**src/rtl/axi4lite_xbar_1x2.sv**
```systemverilog
// AXI4-lite 1-master / 2-slave address router.
// Slave 0 = main memory, slave 1 = device region, unmapped addresses get DECERR.
// Read and write paths run independently, each with one transaction in flight.
module axi4lite_xbar_1x2 #(
  parameter int DATA_WIDTH = 32,
  parameter int ADDR_WIDTH = 32,
  parameter logic [ADDR_WIDTH-1:0] S0_BASE = 32'h8000_0000,
  parameter logic [ADDR_WIDTH-1:0] S0_MASK = 32'hF800_0000,
  parameter logic [ADDR_WIDTH-1:0] S1_BASE = 32'hA000_0000,
  parameter logic [ADDR_WIDTH-1:0] S1_MASK = 32'hFFFF_0000
) (
  input  logic                      clk,
  input  logic                      rst,
  input  logic                      m_arvalid,
  input  logic [ADDR_WIDTH-1:0]     m_araddr,
  output logic                      m_arready,
  output logic                      m_rvalid,
  output logic [DATA_WIDTH-1:0]     m_rdata,
  output logic [1:0]                m_rresp,
  input  logic                      m_rready,
  input  logic                      m_awvalid,
  input  logic [ADDR_WIDTH-1:0]     m_awaddr,
  output logic                      m_awready,
  input  logic                      m_wvalid,
  input  logic [DATA_WIDTH-1:0]     m_wdata,
  input  logic [DATA_WIDTH/8-1:0]   m_wstrb,
  output logic                      m_wready,
  output logic                      m_bvalid,
  output logic [1:0]                m_bresp,
  input  logic                      m_bready,
  output logic [1:0]                s_arvalid,
  output logic [ADDR_WIDTH-1:0]     s_araddr,
  input  logic [1:0]                s_arready,
  input  logic [1:0]                s_rvalid,
  input  logic [2*DATA_WIDTH-1:0]   s_rdata,
  input  logic [3:0]                s_rresp,
  output logic [1:0]                s_rready,
  output logic [1:0]                s_awvalid,
  output logic [ADDR_WIDTH-1:0]     s_awaddr,
  input  logic [1:0]                s_awready,
  output logic [1:0]                s_wvalid,
  output logic [DATA_WIDTH-1:0]     s_wdata,
  output logic [DATA_WIDTH/8-1:0]   s_wstrb,
  input  logic [1:0]                s_wready,
  input  logic [1:0]                s_bvalid,
  input  logic [3:0]                s_bresp,
  output logic [1:0]                s_bready
);

  typedef enum logic [1:0] {TGT_S0, TGT_S1, TGT_ERR} tgt_t;
  typedef enum logic [1:0] {R_IDLE, R_ADDR, R_DATA} rstate_t;
  typedef enum logic [1:0] {W_IDLE, W_ADDR, W_RESP} wstate_t;

  rstate_t r_state, r_next;
  wstate_t w_state, w_next;
  tgt_t    r_tgt, w_tgt;
  logic    r_sel, w_sel;
  logic    aw_done, w_done;
  logic    aw_fire, w_fire, b_fire, r_fire;

  // slave 0 wins when both windows match
  function automatic tgt_t decode(input logic [ADDR_WIDTH-1:0] addr);
    if ((addr & S0_MASK) == S0_BASE) return TGT_S0;
    else if ((addr & S1_MASK) == S1_BASE) return TGT_S1;
    else return TGT_ERR;
  endfunction

  assign r_sel    = (r_tgt == TGT_S1);
  assign w_sel    = (w_tgt == TGT_S1);
  assign s_araddr = m_araddr;
  assign s_awaddr = m_awaddr;
  assign s_wdata  = m_wdata;
  assign s_wstrb  = m_wstrb;

  // read path state and target register; target latched on leaving R_IDLE
  always_ff @(posedge clk) begin
    if (rst) begin
      r_state <= R_IDLE;
      r_tgt   <= TGT_S0;
    end else begin
      r_state <= r_next;
      if (r_state == R_IDLE && m_arvalid) r_tgt <= decode(m_araddr);
    end
  end

  // read path next state and channel steering
  always_comb begin
    r_next    = r_state;
    m_arready = 1'b0;
    m_rvalid  = 1'b0;
    m_rdata   = '0;
    m_rresp   = 2'b00;
    s_arvalid = 2'b00;
    s_rready  = 2'b00;
    r_fire    = 1'b0;
    case (r_state)
      R_IDLE: if (m_arvalid) r_next = R_ADDR;
      R_ADDR: begin
        if (r_tgt == TGT_ERR) begin
          m_arready = 1'b1;
          r_next    = R_DATA;
        end else begin
          s_arvalid[r_sel] = 1'b1;
          m_arready        = s_arready[r_sel];
          if (s_arready[r_sel]) r_next = R_DATA;
        end
      end
      R_DATA: begin
        if (r_tgt == TGT_ERR) begin
          m_rvalid = 1'b1;
          m_rresp  = 2'b11;
        end else begin
          m_rvalid        = s_rvalid[r_sel];
          m_rdata         = r_sel ? s_rdata[2*DATA_WIDTH-1:DATA_WIDTH] : s_rdata[DATA_WIDTH-1:0];
          m_rresp         = r_sel ? s_rresp[3:2] : s_rresp[1:0];
          s_rready[r_sel] = m_rready;
        end
        r_fire = m_rvalid && m_rready;
        if (r_fire) r_next = R_IDLE;
      end
      default: r_next = R_IDLE;
    endcase
  end

  // write path state, target and per-channel completion flags
  always_ff @(posedge clk) begin
    if (rst) begin
      w_state <= W_IDLE;
      w_tgt   <= TGT_S0;
      aw_done <= 1'b0;
      w_done  <= 1'b0;
    end else begin
      w_state <= w_next;
      if (w_state == W_IDLE && m_awvalid && m_wvalid) w_tgt <= decode(m_awaddr);
      if (w_state == W_ADDR) begin
        aw_done <= aw_done | aw_fire;
        w_done  <= w_done | w_fire;
      end else if (w_state == W_RESP && b_fire) begin
        aw_done <= 1'b0;
        w_done  <= 1'b0;
      end
    end
  end

  // write path next state; AW and W advance independently until both are done
  always_comb begin
    w_next    = w_state;
    m_awready = 1'b0;
    m_wready  = 1'b0;
    m_bvalid  = 1'b0;
    m_bresp   = 2'b00;
    s_awvalid = 2'b00;
    s_wvalid  = 2'b00;
    s_bready  = 2'b00;
    aw_fire   = 1'b0;
    w_fire    = 1'b0;
    b_fire    = 1'b0;
    case (w_state)
      W_IDLE: if (m_awvalid && m_wvalid) w_next = W_ADDR;
      W_ADDR: begin
        if (w_tgt == TGT_ERR) begin
          m_awready = 1'b1;
          m_wready  = 1'b1;
          w_next    = W_RESP;
        end else begin
          s_awvalid[w_sel] = !aw_done;
          s_wvalid[w_sel]  = !w_done;
          aw_fire          = !aw_done && s_awready[w_sel];
          w_fire           = !w_done && s_wready[w_sel];
          m_awready        = aw_fire;
          m_wready         = w_fire;
          if ((aw_done || aw_fire) && (w_done || w_fire)) w_next = W_RESP;
        end
      end
      W_RESP: begin
        if (w_tgt == TGT_ERR) begin
          m_bvalid = 1'b1;
          m_bresp  = 2'b11;
        end else begin
          m_bvalid        = s_bvalid[w_sel];
          m_bresp         = w_sel ? s_bresp[3:2] : s_bresp[1:0];
          s_bready[w_sel] = m_bready;
        end
        b_fire = m_bvalid && m_bready;
        if (b_fire) w_next = W_IDLE;
      end
      default: w_next = W_IDLE;
    endcase
  end

endmodule

```
**config.mk**
```make
export PLATFORM = sky130hd
export DESIGN_NAME = axi4lite_xbar_1x2
export DESIGN_NICKNAME = d
export VERILOG_FILES = /design/src/rtl/axi4lite_xbar_1x2.sv
export SDC_FILE = /design/constraint.sdc
export NUM_CORES = 1
export LEC_CHECK = 0
export ABC_CLOCK_PERIOD_IN_PS = 1800
export BUFFER_PORTS_ARGS = -buffer_cell sky130_fd_sc_hd__buf_4
export CORE_AREA = 10 10 123 125
export DETAILED_ROUTE_END_ITERATION = 10
export DIE_AREA = 0 0 133 135
export HOLD_SLACK_MARGIN = 0.06
export MAX_ROUTING_LAYER = met4
export PLACE_DENSITY = 0.62
export SLEW_MARGIN = 15
export SYNTH_ARGS = -nofsm -noshare
export SYNTH_HDL_FRONTEND = slang
export SYNTH_SLANG_ARGS = --single-unit
export TNS_END_PERCENT = 10
```
**constraint.sdc**
```tcl
create_clock -name clk -period 1.8 [get_ports clk]
set_input_delay 0.18 -clock clk [delete_from_list [all_inputs] [get_ports clk]]
set_output_delay 0.18 -clock clk [all_outputs]
set_load 0.005 [all_outputs]
```
==> results.json, run 1 <==
{
  "grt_util_met3_pct": 4.12,
  "vias": 2224,
  "cp.required_ns": 1.62,
  "place_ws_ns": 0.0481,
  "area_growth_pct": 49.4,
  "met2_usage_pct": 18.0,
  "maxSlewHeadroom_pct": 72.7,
  "period_share_pct": 96.3,
  "fin_ws_ns": 0.0668,
  "path_max_fanout": 34,
  "dp_hpwl_um": 8910,
  "synth_top_cell_by_area": "buf_4",
  "design.core.area_um2": 12600,
  "crit_start": "r_tgt[0]",
  "grt.total_usage_pct": 10.0,
  "syn-num-nets": 480,
  "root_buffer": "clkbuf_16",
  "yosys-top-cells-area": "buf_4 (35%), mux2i_1 (17%), dfxtp_1 (9.2%)",
  "final_nets": 578,
  "grt_use_met1_pct": 10.1,
  "gr-total-overflow": 0,
  "r2r_setup_slack_ns": 0.45,
  "pin_count": 340,
  "period_minus_slack_ns": 1.73,
  "die_w_um": 133,
  "setup_viol": 0,
  "tightest_slew_ns": 0.404,
  "yosysUniqueCellTypes": 40,
  "combPwrFrac_pct": 43.1,
  "p_seq_share_pct": 20.9,
  "p_leak_nw": 1.54,
  "ctsHoldBuffers": 0,
  "netlist_area_um2": 2170,
  "clock_power_share_pct": 36.0,
  "top_usage_layer": "met2",
  "diodes": 0,
  "synth_flop_cell": "dfxtp_1",
  "io_buffers": 203,
  "grt_max_degree": 35,
  "rr_endpoint": "r_state[1]",
  "async_reset_ff_share_pct": 0,
  "die-area_um2": 18000,
  "hold_path_end": "r_tgt[1]",
  "power_per_cell_area_nw_per_um2": 375,
  "synthCells": 288,
  "cts_sinks": 10,
  "dr.pass1.iters": 4,
  "min_from": "rst",
  "fin_skew_ns": 0.000220,
  "cap_violations": 0,
  "yosys_register_bits": 10,
  "hold_depth": 2,
  "drc": 0,
  "p_sw_share_pct": 25.8,
  "clk_latency_ns": 0.24,
  "dieHeight_um": 135,
  "drt_iter0_drc": 38,
  "cts_buffers": 3,
  "detail-route-antenna-nets": 0,
  "cp_data_arrival_time_ns": 1.55,
  "synth-edff-count": 0,
  "postCtsSetupBuffers": 0,
  "via_per_inst": 3.99,
  "worst_r2r_path_depth": 6,
  "clk_pin_slew_ns": 0.04,
  "postRouteWirelength_um": 9720,
  "path_class": "reg -> out",
  "total_power_mw": 1.22,
  "power.switching_uw": 315,
  "final-hold-violation-count": 0,
  "start_util_pct": 17.3,
  "ir_drop_mv": 0.406,
  "clock.fmax_ghz": 0.577,
  "status": "finished, final reports clean",
  "htreeDepth": 1,
  "hold_class": "in -> reg",
  "rows": 41,
  "antenna_found_initial": 0,
  "clockBufferDepth": 2,
  "gp_congestion": 0.739,
  "synth_top_area_share_pct": 34.9,
  "first_global_vias": 2550,
  "cp-end-kind": "primary output",
  "syn_area_per_cell_um2": 7.54,
  "wl_per_cell_um": 17.5,
  "rsz0062_at_grt": "true",
  "rr_startpoint": "r_tgt[0]",
  "ys_seq_area_share_pct": 9.22,
  "drive_gt1_share_pct": 60.0,
  "cp-start-kind": "flip-flop",
  "grt_pass1_wl_um": 14200,
  "yosys_warnings": 0,
  "p_int_uw": 902,
  "cts_tree": "built",
  "timing.final.max_slew_violations": 0,
  "final_util_pct": 25.8
}
metal layers:
metal  vias up  routed length (µm)
met3        22                 959
met5         -                   0
met4         0                 152
met2       178                4890
met1       964                3720
li1       1060                   -
cells in the final DEF, fill, tap and decap left out, types with 2 or more instances in the layout:
| cell | netlist | layout |
|---|---|---|
| buf_4 | 101 | 204 |
| nor2_1 | 47 | 46 |
| mux2i_1 | 37 | 36 |
| inv_1 | 8 | 7 |
| nor2b_1 | 6 | 6 |
| nor3_1 | 7 | 6 |
| dfxtp_1 | 10 | 6 |
| nand2_1 | 5 | 5 |
| nor4b_1 | 4 | 4 |
| nor4_1 | 4 | 4 |
| dfxtp_2 | 0 | 4 |
| mux2_4 | 3 | 3 |
| nand3b_1 | 3 | 3 |
| a21oi_1 | 3 | 3 |
| clkbuf_16 | 0 | 3 |
| nand2b_4 | 2 | 2 |
| a211oi_1 | 4 | 2 |
| or2b_1 | 2 | 2 |
| mux2_2 | 2 | 2 |
| o22ai_1 | 2 | 2 |
| nand2b_1 | 2 | 2 |
| and2_1 | 2 | 2 |
| o21ai_1 | 2 | 2 |
| o21a_1 | 2 | 2 |
| a211oi_2 | 0 | 2 |
| a22oi_1 | 2 | 2 |
| and4_1 | 2 | 2 |
| a211o_1 | 2 | 2 |
| ha_1 | 3 | 2 |
state kept, by name, indices dropped and copies added (netlist names):
signal and flops:
r_state 2, r_tgt 2, w_state 2, w_tgt 2
aw_done 1, w_done 1
layout make-up:
| class | instances | area, µm² |
|---|---|---|
| Timing Repair Buffer | 206 | 1570 |
| Sequential cell | 10 | 205 |
| Fill cell | 1361 | 9320 |
| Multi-Input combinational cell | 157 | 1140 |
| Inverter | 8 | 30.0 |
| Tap cell | 172 | 215 |
| Clock buffer | 4 | 88.8 |
cells by family (layout without fill, tap and decap cells):
logic type	after synthesis	count (layout)	share of synthesized area, %
buffers and inverters	121	218	40.0
AOI/OAI and AO/OA	22	22	7.60
DFF	10	10	9.22
muxes	42	42	20.2
and+or+nand+nor	90	90	21.3
adders and majority gates	3	3	1.73
metrics by stage:
stage | std cells | setup TNS [ns] | cell area, µm² | hold slack [ns]
4_1_cts | 557 | -0.00226 | 3230 | 0.214
5_1_grt | 557 | -0.0868 | 3250 | 0.224
3_3_place_gp | 553 | 0 | 3110 | 0.360
2_1_floorplan | 288 | 0 | 2170 | 0.372
6_report | 557 | 0 | 3250 | 0.209
3_5_place_dp | 553 | 0 | 3110 | 0.360
synthesized netlist by cell type, types with 3 or more instances:
master,n
a211oi_1,4
a21oi_1,3
buf_2,7
buf_4,101
dfxtp_1,10
ha_1,3
inv_1,8
mux2_4,3
mux2i_1,37
nand2_1,5
nand3b_1,3
nor2_1,47
nor2b_1,6
nor3_1,7
nor4_1,4
nor4b_1,4
how the worst max path moves through the flow:
stage	to	depth (start not counted)
6_report	m_rdata[0]	5
5_1_grt	m_rdata[0]	5
4_1_cts	m_rresp[0]	7
3_5_place_dp	m_rdata[0]	5
3_3_place_gp	m_rdata[0]	5
2_1_floorplan	m_rdata[0]	6
timing repair:
item / CTS / global route
gates resized for setup: 8 / 6
setup endpoints to repair: 38 / 29
pin swaps: 0 / 1
power groups by stage:
stage | clock network [mW] | registers (mW) | logic, mW
after global placement | 0 | 0.256 | 0.519
after global routing | 0.470 | 0.257 | 0.574
after CTS | 0.450 | 0.253 | 0.535
after detailed placement | 0 | 0.257 | 0.528
after floorplan | 0 | 0.250 | 0.337
final | 0.438 | 0.254 | 0.525
critical path: stages, from the launching register on:
cell and delay (ns):
dfxtp_2 0.37, inv_1 0.06, ha_1 0.20, or2_4 0.37, nor2_1 0.19, buf_4 0.14
Note: power is estimated with default switching activity, not from simulation.
==> inputs of run 2 (changes only) <==
--- a/config.mk
+++ b/config.mk
@@ -5,7 +5,7 @@
 export SDC_FILE = /design/constraint.sdc
 export NUM_CORES = 1
 export LEC_CHECK = 0
-export ABC_CLOCK_PERIOD_IN_PS = 1800
+export ABC_CLOCK_PERIOD_IN_PS = 1600
 export BUFFER_PORTS_ARGS = -buffer_cell sky130_fd_sc_hd__buf_4
 export CORE_AREA = 10 10 123 125
 export DETAILED_ROUTE_END_ITERATION = 10
==> constraint.sdc (replaced) <==
create_clock -name clk -period 1.6 [get_ports clk]
set_input_delay 0.16 -clock clk [delete_from_list [all_inputs] [get_ports clk]]
set_output_delay 0.16 -clock clk [all_outputs]
set_load 0.005 [all_outputs]
==> run 2 against run 1 <==
Effect of this change: clock-buffer cell count unchanged; worst setup slack lost 0.18 ns; the run now ends with negative setup slack left; global-route usage rose by 0.25 points; sequential share of layout area decreased by 0.45 points.
==> results.json, run 2 (synthesis gave the netlist of run 1 again) <==
{
  "status": "complete, but fails checks",
  "gr-total-overflow": 0,
  "path_max_fanout": 13,
  "grt.total_usage_pct": 10.3,
  "slowest_delay_ns": 0.37,
  "area_growth_pct": 64.7,
  "die_w_um": 133,
  "cp-end-kind": "primary output",
  "combPwrFrac_pct": 46.1,
  "clk_latency_ns": 0.23,
  "wl_per_cell_um": 17.9,
  "clock_power_share_pct": 34.3,
  "detail-route-antenna-nets": 0,
  "setup_viol": 37,
  "grt_max_degree": 27,
  "diodes": 0,
  "final_util_pct": 28.5,
  "cp.required_ns": 1.44,
  "via_per_inst": 4.09,
  "cts_tree": "built",
  "violations": "negative setup slack",
  "drc": 0,
  "rsz0062_at_grt": "true",
  "p_int_mw": 1.05,
  "setup_tns_ns": -2.86,
  "p_seq_share_pct": 19.6,
  "power_per_cell_area_nw_per_um2": 402,
  "path_class": "reg -> out",
  "dieHeight_um": 135,
  "htreeDepth": 1,
  "tightest_slew_ns": 0.437,
  "design.core.area_um2": 12600,
  "power.switching_uw": 387,
  "fin_ws_ns": -0.117,
  "gp_congestion": 0.754,
  "ir_drop_mv": 0.394,
  "first_global_vias": 2623,
  "die-area_um2": 18000,
  "layout_common_cells": "buf_4 (212), mux2i_1 (29), nor2_1 (29), nor2_2 (18)",
  "hold_class": "in -> reg",
  "dr.pass1.iters": 4,
  "io_buffers": 203,
  "grt_pass1_wl_um": 14600,
  "clockBufferDepth": 2,
  "cp_num_buf_inv": 3,
  "final_nets": 594,
  "vias": 2342,
  "root_buffer": "clkbuf_16",
  "clk_pin_slew_ns": 0.04,
  "p_sw_share_pct": 27.0,
  "cp_data_arrival_time_ns": 1.56,
  "postRouteWirelength_um": 10300,
  "clock.fmax_ghz": 0.582,
  "cp_top_family": "simple AND/OR/NAND/NOR gates",
  "rows": 41,
  "slowest_stage": "dfxtp_4",
  "drt_iter0_drc": 24,
  "p_leak_nw": 1.66,
  "dp_hpwl_um": 9080,
  "cap_violations": 0,
  "antenna_found_initial": 0,
  "cp_cell_sequence": "inv_1, ha_2, or2_4, clkbuf_16, nor2_1, buf_4",
  "start_util_pct": 17.3,
  "period_share_pct": 107,
  "pin_count": 340,
  "ctsHoldBuffers": 0,
  "maxSlewHeadroom_pct": 70.5,
  "drive_gt1_share_pct": 69.3,
  "timing.final.max_slew_violations": 0,
  "final_common_cell": "buf_4",
  "cts_buffers": 3,
  "cts_sinks": 10,
  "cp-start-kind": "flip-flop",
  "final-hold-violation-count": 0,
  "fin_skew_ns": 0.000240,
  "period_minus_slack_ns": 1.72
}
==> run 2: changes by cell type in the layout (fill, tap and decap cells not counted), moves of 3 or more <==
cell / delta
mux2i_2: +3
mux2i_1: -7
buf_6: +5
buf_4: +8
mux2i_4: +4
nor2_2: +17
nor2_1: -17
==> run 2: area by class of cell <==
type,instances,area (µm²)
Fill cell,1319,8990
Timing Repair Buffer,222,1750
Multi-Input combinational cell,157,1290
Tap cell,172,215
Sequential cell,10,210
Clock buffer,4,88.8
Inverter,8,30.0
==> run 2: power by group through the flow <==
stage	clock [mW]	combinational, mW	sequential (mW)
4_1_cts	0.508	0.639	0.282
3_3_place_gp	0	0.596	0.285
3_5_place_dp	0	0.605	0.287
5_1_grt	0.518	0.719	0.283
6_report	0.493	0.663	0.281
2_1_floorplan	0	0.379	0.282
==> run 2: per-stage QoR <==
stage	power, mW	cell area [µm²]	hold slack [ns]	setup slack (ns)	cells
CTS	1.43	3440	0.191	-0.101	572
detailed placement	0.892	3210	0.320	-0.0431	565
global route	1.52	3580	0.204	-0.168	573
floorplan	0.661	2170	0.352	0.0998	288
global placement	0.881	3210	0.320	-0.0374	565
finish	1.44	3580	0.200	-0.117	573
==> run 2: worst paths after layout <==
path / start / endpoint / slack [ns] / depth (start not counted)
max: r_tgt[0] / m_rdata[26] / -0.12 / 6
min: rst / w_tgt[1] / 0.20 / 2
max reg2reg: r_tgt[1] / r_state[1] / 0.28 / 6
min reg2reg: r_tgt[1] / r_tgt[1] / 0.47 / 2
==> run 2: routing by layer <==
metal / share of wire (%) / up-vias / GRT usage, %
met5: 0 / - / -
met4: 1.8 / 0 / 1.96
met3: 10 / 24 / 4.38
met2: 52 / 188 / 18.5
li1: - / 1090 / -
met1: 36 / 1040 / 10.2
==> run 2: timing repair <==
item | in CTS | in global routing
gates cloned | 0 | 1
endpoints found under the setup margin | 45 | 42
setup buffers | 3 | 0
gates resized for setup | 30 | 31
pin swaps | 1 | 3
hold endpoints to repair | 0 | 0
==> inputs of run 3 (changes only) <==
--- a/config.mk
+++ b/config.mk
@@ -5,14 +5,14 @@
 export SDC_FILE = /design/constraint.sdc
 export NUM_CORES = 1
 export LEC_CHECK = 0
-export ABC_CLOCK_PERIOD_IN_PS = 1600
+export ABC_CLOCK_PERIOD_IN_PS = 2200
 export BUFFER_PORTS_ARGS = -buffer_cell sky130_fd_sc_hd__buf_4
-export CORE_AREA = 10 10 123 125
+export CORE_AREA = 10 10 122 124
 export DETAILED_ROUTE_END_ITERATION = 10
-export DIE_AREA = 0 0 133 135
+export DIE_AREA = 0 0 132 134
 export HOLD_SLACK_MARGIN = 0.06
 export MAX_ROUTING_LAYER = met4
-export PLACE_DENSITY = 0.62
+export PLACE_DENSITY = 0.63
 export SLEW_MARGIN = 15
 export SYNTH_ARGS = -nofsm -noshare
 export SYNTH_HDL_FRONTEND = slang
==> constraint.sdc (replaced) <==
create_clock -name clk -period 2.2 [get_ports clk]
set_input_delay 0.22 -clock clk [delete_from_list [all_inputs] [get_ports clk]]
set_output_delay 0.22 -clock clk [all_outputs]
set_load 0.005 [all_outputs]
==> run 3 against run 2 <==
Effect of this change: the flow now finishes without violations; non-clock buffer count down 18; largest power group unchanged; combinational power down 37%; sequential cell count unchanged; global-route usage fell by 0.29 points; clock-buffer cell count stayed put; wire length fell by 8.7%; sequential power decreased by 26%; final area decreased by 11%.
==> results.json, run 3 (synthesis gave the netlist of run 1 again) <==
{
  "die_w_um": 132,
  "p_seq_share_pct": 21.0,
  "ctsHoldBuffers": 0,
  "clock.fmax_ghz": 0.499,
  "hold_ws_ns": 0.247,
  "rsz0062_at_grt": "false",
  "clock_power_share_pct": 36.3,
  "setup_tns_ns": 0,
  "setup_viol": 0,
  "pin_count": 340,
  "gr-total-overflow": 0,
  "rr_startpoint": "r_tgt[1]",
  "layout_common_cells": "buf_4 (203), nor2_1 (47), mux2i_1 (37), dfxtp_1 (10), inv_1 (8)",
  "maxSlewHeadroom_pct": 68.0,
  "timing.final.max_slew_violations": 0,
  "postRouteWirelength_um": 9380,
  "drive_gt1_share_pct": 57.2,
  "postCtsSetupBuffers": 0,
  "cp.required_ns": 1.98,
  "period_share_pct": 91.0,
  "dp_hpwl_um": 8590,
  "cts_tree": "built",
  "final_util_pct": 25.6,
  "r2r_setup_slack_ns": 0.65,
  "dpl_cell_area_um2": 3100,
  "htreeDepth": 1,
  "start_util_pct": 17.4,
  "clockBufferDepth": 2,
  "antenna_found_initial": 0,
  "p_leak_nw": 1.52,
  "min_from": "rst",
  "detail-route-antenna-nets": 0,
  "via_per_inst": 3.99,
  "die-area_um2": 17700,
  "fin_skew_ns": 0.000345,
  "clk_latency_ns": 0.24,
  "hold_path_end": "w_state[1]",
  "drc": 0,
  "clk_pin_slew_ns": 0.04,
  "grt.total_usage_pct": 10.0,
  "p_sw_share_pct": 25.5,
  "power_per_cell_area_nw_per_um2": 309,
  "root_buffer": "clkbuf_16",
  "postLayoutCellArea_um2": 3190,
  "final_nets": 576,
  "grt_pass1_wl_um": 14000,
  "period_minus_slack_ns": 2.00,
  "path_class": "reg -> out",
  "path_max_fanout": 28,
  "design.core.area_um2": 12500,
  "post_cts_resized": 0,
  "cts_sinks": 10,
  "cp-end-kind": "primary output",
  "fillCellCount": 1384,
  "combPwrFrac_pct": 42.7,
  "p_int_uw": 734,
  "rows": 41,
  "status": "finished, final reports clean",
  "dr.pass1.iters": 4,
  "final_common_cell": "buf_4",
  "stdcell_count": 555,
  "cp_data_arrival_time_ns": 1.78,
  "hold_depth": 2,
  "area_growth_pct": 46.7,
  "drt_iter0_drc": 37,
  "ir_drop_mv": 0.345,
  "power.switching_uw": 251,
  "io_buffers": 203,
  "gp_congestion": 0.764,
  "rr_endpoint": "r_state[1]",
  "hold_class": "in -> reg",
  "first_global_vias": 2426,
  "grt_max_degree": 35,
  "cp-start-kind": "flip-flop",
  "cap_violations": 0,
  "vias": 2213,
  "wl_per_cell_um": 16.9,
  "tightest_slew_ns": 0.473,
  "diodes": 0,
  "cts_buffers": 3,
  "final-hold-violation-count": 0,
  "placedCellCount": 551,
  "worst_r2r_path_depth": 6,
  "dieHeight_um": 134
}
==> run 3: worst max-delay path by stage <==
stage	startpoint	to	cells past startpoint
floorplan	r_tgt[0]	m_rdata[0]	6
global placement	r_tgt[0]	s_rready[0]	5
detailed placement	r_tgt[0]	s_rready[0]	5
CTS	r_tgt[0]	s_rready[0]	5
global route	r_tgt[0]	m_rdata[29]	5
finish	r_tgt[1]	m_rdata[2]	6
==> run 3: metrics by stage <==
step,total power [mW],worst slack (ns)
final,0.985,0.198
after global routing,1.05,0.0861
after CTS,1.00,0.117
after detailed placement,0.636,0.365
after global placement,0.630,0.433
after floorplan,0.481,0.640
==> run 3: cell type report <==
| class | count | area [µm²] | share of cell area, % |
|---|---|---|---|
| clock buffers | 4 | 88.8 | 2.79 |
| well taps | 172 | 215 | 6.75 |
| inverters | 8 | 30.0 | 0.942 |
| repair buffers | 204 | 1540 | 48.4 |
| multi-input cells | 157 | 1110 | 34.8 |
| flip-flops and latches | 10 | 200 | 6.28 |
==> run 3: critical path, cell delays in order (launching register included) <==
cell and delay, ns:
dfxtp_1 0.32, inv_1 0.08, ha_2 0.39, buf_12 0.27, mux2i_1 0.27, nor2_1 0.07, buf_4 0.15
==> run 3: power groups by stage <==
stage	Clock [mW]	Combinational, mW	Sequential (mW)
after detailed placement	0	0.427	0.210
after CTS	0.365	0.428	0.207
after floorplan	0	0.276	0.205
final	0.358	0.420	0.207
after global routing	0.378	0.460	0.209
after global placement	0	0.421	0.209
==> run 3: per-layer routing <==
layer  track usage, %  up-vias  share of wire (%)  routed length, µm
met2             17.5      157                 50               4690
li1                 -     1056                  -                  -
met4             2.90        0                2.6                246
met5                -        -                  0                  0
met3             4.22       22                9.9                931
met1             10.0      978                 37               3510
